File: src/rtl/motoro3_line_calc_param_seq.sv
// motoro3_line_calc_param_seq
// Sweeps every step of a sine-length table. Each step's length is scaled by the
// requested full-scale PWM length and saturated to it. The result is handed out
// with a valid/ready handshake.
// Optional feature: define MOTORO3_LCP_MINCLAMP_EN to clamp every result up to
// the latched minimum PWM length (pwmMinMask). Without it pwmMinMask is ignored.
module motoro3_line_calc_param_seq #(
  parameter int PWM_W  = 12,
  parameter int LEN_W  = 16,
  parameter int STEP_W = 4
) (
  input  logic              clk,
  input  logic              nRst,
  input  logic              start,
  input  logic [PWM_W-1:0]  pwmLenWant,
  input  logic [PWM_W-1:0]  pwmMinMask,
  output logic [STEP_W-1:0] slAddr,
  input  logic [LEN_W-1:0]  slData,
  output logic [PWM_W-1:0]  plLen,
  output logic [STEP_W-1:0] lcStepOut,
  output logic              plValid,
  input  logic              plReady,
  output logic              busy,
  output logic              done
);

  localparam int PROD_W = PWM_W + LEN_W;
  localparam logic [STEP_W-1:0] LAST_STEP = '1;
  localparam logic [STEP_W-1:0] STEP_ONE  = {{(STEP_W-1){1'b0}}, 1'b1};

  typedef enum logic [2:0] {
    IDLE,
    RD,
    MUL,
    OUT,
    DONE
  } state_t;

  state_t            r_state;
  logic [PWM_W-1:0]  r_want;
  logic [PWM_W-1:0]  r_min;
  logic [STEP_W-1:0] r_step;
  logic [PWM_W-1:0]  r_pl_len;
  logic [STEP_W-1:0] r_lc_step;
  logic              r_pl_valid;
  logic              r_busy;
  logic              r_done;

  logic [PROD_W-1:0] w_prod;
  logic [PROD_W-1:0] w_scaled;
  logic [PWM_W-1:0]  w_sat;
  logic [PWM_W-1:0]  w_result;

  // Scale the table word (2**(LEN_W-1) is unity gain), saturate to the
  // requested length and optionally clamp up to the minimum length.
  always_comb begin
    w_prod   = {{LEN_W{1'b0}}, r_want} * {{PWM_W{1'b0}}, slData};
    w_scaled = w_prod >> (LEN_W - 1);
    if (w_scaled > {{LEN_W{1'b0}}, r_want}) begin
      w_sat = r_want;
    end else begin
      w_sat = w_scaled[PWM_W-1:0];
    end
`ifdef MOTORO3_LCP_MINCLAMP_EN
    w_result = (w_sat < r_min) ? r_min : w_sat;
`else
    w_result = w_sat;
`endif
  end

`ifndef MOTORO3_LCP_MINCLAMP_EN
  // The minimum length is still latched so that every build resets and holds
  // the same state, but no logic reads it when the clamp is absent.
  logic w_min_unused;
  assign w_min_unused = ^r_min;
`endif

  // Sequencer: latch operands, then for each step read the table, scale, and
  // hold the result until the consumer accepts it.
  always_ff @(posedge clk or negedge nRst) begin
    if (!nRst) begin
      r_state    <= IDLE;
      r_want     <= '0;
      r_min      <= '0;
      r_step     <= '0;
      r_pl_len   <= '0;
      r_lc_step  <= '0;
      r_pl_valid <= 1'b0;
      r_busy     <= 1'b0;
      r_done     <= 1'b0;
    end else begin
      case (r_state)
        IDLE: begin
          r_done <= 1'b0;
          if (start) begin
            r_want  <= pwmLenWant;
            r_min   <= pwmMinMask;
            r_step  <= '0;
            r_busy  <= 1'b1;
            r_state <= RD;
          end
        end
        // The table address is r_step itself. Its data arrives in MUL.
        RD: begin
          r_state <= MUL;
        end
        // The scaled result is registered directly, so it is valid on entry to OUT.
        MUL: begin
          r_pl_len   <= w_result;
          r_lc_step  <= r_step;
          r_pl_valid <= 1'b1;
          r_state    <= OUT;
        end
        OUT: begin
          if (plReady) begin
            r_pl_valid <= 1'b0;
            if (r_step == LAST_STEP) begin
              r_done  <= 1'b1;
              r_state <= DONE;
            end else begin
              r_step  <= r_step + STEP_ONE;
              r_state <= RD;
            end
          end
        end
        // A start seen here is dropped; only IDLE accepts a new sweep.
        DONE: begin
          r_done  <= 1'b0;
          r_busy  <= 1'b0;
          r_state <= IDLE;
        end
        default: begin
          r_state <= IDLE;
        end
      endcase
    end
  end

  assign slAddr    = r_step;
  assign plLen     = r_pl_len;
  assign lcStepOut = r_lc_step;
  assign plValid   = r_pl_valid;
  assign busy      = r_busy;
  assign done      = r_done;

endmodule

File: config.mk
export PLATFORM = sky130hd
export DESIGN_NAME = motoro3_line_calc_param_seq
export DESIGN_NICKNAME = d
export VERILOG_FILES = /design/src/rtl/motoro3_line_calc_param_seq.sv
export SDC_FILE = /design/constraint.sdc
export NUM_CORES = 1
export LEC_CHECK = 0
export BUFFER_PORTS_ARGS = -buffer_cell sky130_fd_sc_hd__buf_2
export CORE_UTILIZATION = 45
export DETAILED_ROUTE_END_ITERATION = 16
export GPL_TIMING_DRIVEN = 1
export PLACE_DENSITY = 0.69
export SLEW_MARGIN = 10
export SYNTH_ARGS = -nofsm -noshare
export SYNTH_HDL_FRONTEND = slang
export SYNTH_SLANG_ARGS = --single-unit
File: constraint.sdc
create_clock -name clk -period 12.3 [get_ports clk]
set_input_delay 2.46 -clock clk [delete_from_list [all_inputs] [get_ports clk]]
set_output_delay 2.46 -clock clk [all_outputs]
set_load 0.02 [all_outputs]
* Word-level counts from Yosys, hierarchy flattened
Cells that the tools add are included.
** Word-level totals
- Output and inout port bits :: 23
- Register bits after elaboration :: 38
- Word-level logic and storage cells :: 48
- Input bits :: 44
** Operators by class
- Multipliers :: 1
- Order comparisons :: 1
- Equality and inequality tests :: 9
- $add $sub $neg :: 1
- Mux-type cells :: 16
- Reductions and logical operators :: 12
** Operators with widths (count)
- 12-bit by 16-bit multiplier with 28-bit output :: 1
- 13-bit by 12-bit greater-than comparator with 1-bit output :: 1
- 12-bit 2-to-1 mux :: 1
- 4-bit 2-to-1 mux :: 3
- 3-bit case mux with 4 select lines :: 1
- 3-bit 2-to-1 mux :: 3
- 2-bit != test (second input constant) :: 4
- 4-bit case mux with 2 select lines :: 1
- 2-bit AND reduction :: 4
- 2-bit nonzero test :: 4
- 3-bit by 2-bit equality test with 1-bit output (second input constant) :: 2
- 1-bit case mux with 2 select lines :: 3
- 4-bit by 1-bit adder with 4-bit output (second input constant) :: 1
- 4-bit equality test (second input constant) :: 1
- 1-bit 2-to-1 mux :: 4
- 4-bit AND reduction :: 1
- 3-bit by 1-bit equality test with 1-bit output (second input constant) :: 1
- 3-bit equality test (second input constant) :: 1
- 3-bit logical NOT :: 1
- 3-bit AND reduction :: 1
- 2-bit OR reduction :: 1

* Logic depth before layout (Yosys ltp)
- Depth after elaboration :: 4
- Gate-level depth with buffers :: 31
- Mapped depth without buffers :: 28

* Worst setup path after synthesis
No wires, ideal clock.
- Path type :: input to register
- Start :: input port slData[8]
- End :: register r_pl_len[1] (netlist: plLen[1])
- Required time :: 12.169 ns
- Setup slack :: 3.326 ns
- Setup time :: 0.131 ns
- Stages on the path :: 28
- Arrival :: 8.843 ns
- Path through :: clkbuf_1 nand2_1 fa_1 fa_1 inv_1 fa_1 fa_1 inv_1 fa_1 inv_1 ha_1 a21oi_1 o211ai_1 a211oi_2 or3b_2 a21oi_1 or4_1 and2_1 ha_1 a21o_1 a21oi_1 o211ai_1 a21oi_1 o21ai_0 mux2i_4 buf_6 mux2i_1 o21ai_1
** Between the ends
- Cells in the longest elaborated chain, start to end :: 3
** Ends and longest elaborated chain
- from (decl) :: RTL line 18 : input logic [LEN_W-1:0] slData,
- 12-bit by 16-bit multiplier with 28-bit output (*) :: RTL line 57 : w_prod = {{LEN_W{1'b0}}, r_want} * {{PWM_W{1'b0}}, slData};
- 13-bit by 12-bit greater-than comparator with 1-bit output :: RTL line 59 : if (w_scaled > {{LEN_W{1'b0}}, r_want}) begin
- 12-bit 2-to-1 mux (*) :: RTL line 59
- to (signal assigned) :: RTL line 109 : r_pl_len <= w_result;
- to (decl) :: RTL line 43 : logic [PWM_W-1:0] r_pl_len;
Mark *: on every way between the ends. The rest lies on a longest branch, timed or not.
A chain may end at the register's enable or synchronous reset.

* Worst setup path after layout
- Start :: input port slData[5]
- End :: register r_pl_len[0] (netlist: plLen[0])
Same word-level chain as after synthesis.

==> results.ini <==
[layout]
layout.cells.non_filler=1150
n_antenna_cell=0
syn2layout_area_growth_pct=6.73
final_nets=1187
final_layout_size_suffix_gt1_share_pct=8.17
fillCellCount=1601

[floorplan]
initial_core_util_pct=46.7
die_w_um=134
core_area_um2=16800
rows=47
die_h_um=134
die_area_um2=17900
ios=67

[sta]
worst-slew-pin-transition_ps=852
relSlewSlack_pct=43.2
fin_worst_skew_ps=3.17
min_period_over_period_pct=77.6
slew_viol_final=0
post-route-min-period_ps=9550
rsz0062_at_grt=no
fmax_mhz=105
hold_viol=0
tns_ps=0
setup_viol_count_final=0

[synthesis]
syn_nets=1167
synth_top_cells_by_count=inv_1 (194), nand2_1 (170), fa_1 (139), ha_1 (75), and2_1 (65)
synth_top_area_share_pct=35.6
synth_area_per_cell_um2=8.61
syn-cell-area_um2=7830
synth_top_flop_cell=dfrtp_1
synth_area_leaders=fa_1 (36%), dfrtp_1 (12%), ha_1 (12%)
synth-async-reset-ratio_pct=100
ys_seq_area_share_pct=12.2
synth.ff_latch_count=38
synth.most_common_cell=inv_1
synthCells=909
ys.warnings.count=0
synth.distinct_cells=51
synth-edff-count=0
yosys.area.top_type=fa_1

[placed_design]
dp_hpwl_um=13100
numPlacedInstances=1142
place_congestion=0.821
port_buffers=54

[global_routing]
grt_pass1_vias=6050
use_met2_pct=34.2
grt_most_used_layer=met2
grt_max_degree=39
grt_overflow=0
grt_pass1_wl_um=28600
grt_util_all_layers_pct=19.8
antenna_found_initial=0
met3_usage_pct=1.74
met1_usage_pct=27.3

[cts]
cts_root_buf=clkbuf_16
cts_resized=0
clock_latency_ps=280
cts_setup_buffers=0
htreeDepth=2
clk_pin_slew_ps=60
cts_tree=done
clock_path_buffers=2
cts_hold_buf=0
cts_inserted_buffers=5
clock_sinks=38

[critical_path]
crit_arrival_ps=9750
crit_path_start_kind=input pin
path_class=in -> reg
cp.required_ps=12500
path_max_fanout=15
endpoint_kind=register

[routing]
wl_um=16200
first_iter_violations=276
ant_nets=0
via_count=5854
vias_per_cell=5.09
drc=0
dr.pass1.iters=4
routedWlPerCell_um=14.1

[run]
cap_violations=0

[outcome]
outcome=completed

[hold_path]
hold_path.class=reg -> reg

==> registers in the layout (all words and copies together), names as in the netlist <==
register   count
r_state        3
busy           1
lcStepOut      4
r_want        12
slAddr         4
plLen         12
done           1
plValid        1
==> layout by cell type, fill, tap and decap left out, types with 7 or more instances in the layout <==
cell and instances:
fa_1 139, and2_1 65, ha_1 75, o21ai_0 27, nand4_1 7, mux2i_1 9, nand2_1 170, nand3_1 10
buf_2 54, inv_1 194, dfrtp_1 38, a21oi_1 20, nor2_1 23, o21ai_1 10
==> per-stage QoR <==
| stage | hold WS [ps] | setup WS, ps | cell area, um2 | utilization (%) |
|---|---|---|---|---|
| final | 473 | 2750 | 8350 | 49.8 |
| after global routing | 497 | 2290 | 8350 | 49.8 |
| after CTS | 473 | 2760 | 8350 | 49.8 |
| after detailed placement | 458 | 2510 | 8200 | 49.0 |
| after global placement | 454 | 2500 | 8200 | 49.0 |
| after floorplan | 563 | 3330 | 7830 | - |
==> path summary, 6_finish.rpt <==
| path | start | endpoint | slack [ps] | cells past startpoint |
|---|---|---|---|---|
| worst min register to register | plValid | plValid | 470 | 2 |
| worst max register to register | r_want[6] | plLen[0] | 4290 | 26 |
| max in group asynchronous | nRst | plLen[1] | 9470 | 1 |
| worst min-delay path | plValid | plValid | 470 | 2 |
| worst max-delay path | slData[5] | plLen[0] | 2750 | 28 |
| min in group asynchronous | nRst | plValid | 2290 | 1 |
==> critical path, cell delays in order <==
cell,delay (ps)
buf_2,190
and2_1,190
fa_1,530
inv_1,50
fa_1,520
inv_1,50
fa_1,470
fa_1,550
inv_1,60
fa_1,550
inv_1,50
ha_1,230
a211oi_2,210
o211ai_1,150
a211oi_2,350
or3b_2,220
a21oi_1,80
or4_1,490
and2_1,180
ha_1,290
a21o_1,160
a21oi_1,200
o211ai_1,120
a21oi_1,160
o21ai_0,170
mux2i_4,560
mux2_1,380
o21ai_1,110
==> cells by family after synthesis <==
| family | Yosys count | share of synthesized area, % |
|---|---|---|
| AND/OR/NAND/NOR | 301 | 18.0 |
| buffers and inverters | 237 | 11.6 |
| adder cells (fa/ha/maj) | 214 | 47.6 |
| AO/OA/AOI/OAI | 95 | 7.55 |
| flip-flops | 38 | 12.2 |
| multiplexers | 14 | 2.01 |
| XOR/XNOR | 10 | 1.12 |
==> area by class of cell <==
| class | instances | area (um2) | area share [%] |
|---|---|---|---|
| tap | 220 | 275 | 3.30 |
| inverter | 194 | 728 | 8.72 |
| sequential | 38 | 951 | 11.4 |
| multi-input combinational | 634 | 5960 | 71.4 |
| clock inverter | 1 | 5.00 | 0.0599 |
| clock buffer | 7 | 143 | 1.71 |
| timing repair buffer | 56 | 285 | 3.42 |
==> routing by layer <==
layer | up-vias | routed length, um
met5 | - | 0
met4 | 0 | 173
met1 | 2920 | 7470
met3 | 14 | 523
met2 | 110 | 8080
li1 | 2810 | -
Power is not shown: default switching activity piles up to over one toggle a cycle in this logic, so the estimate is an artifact.
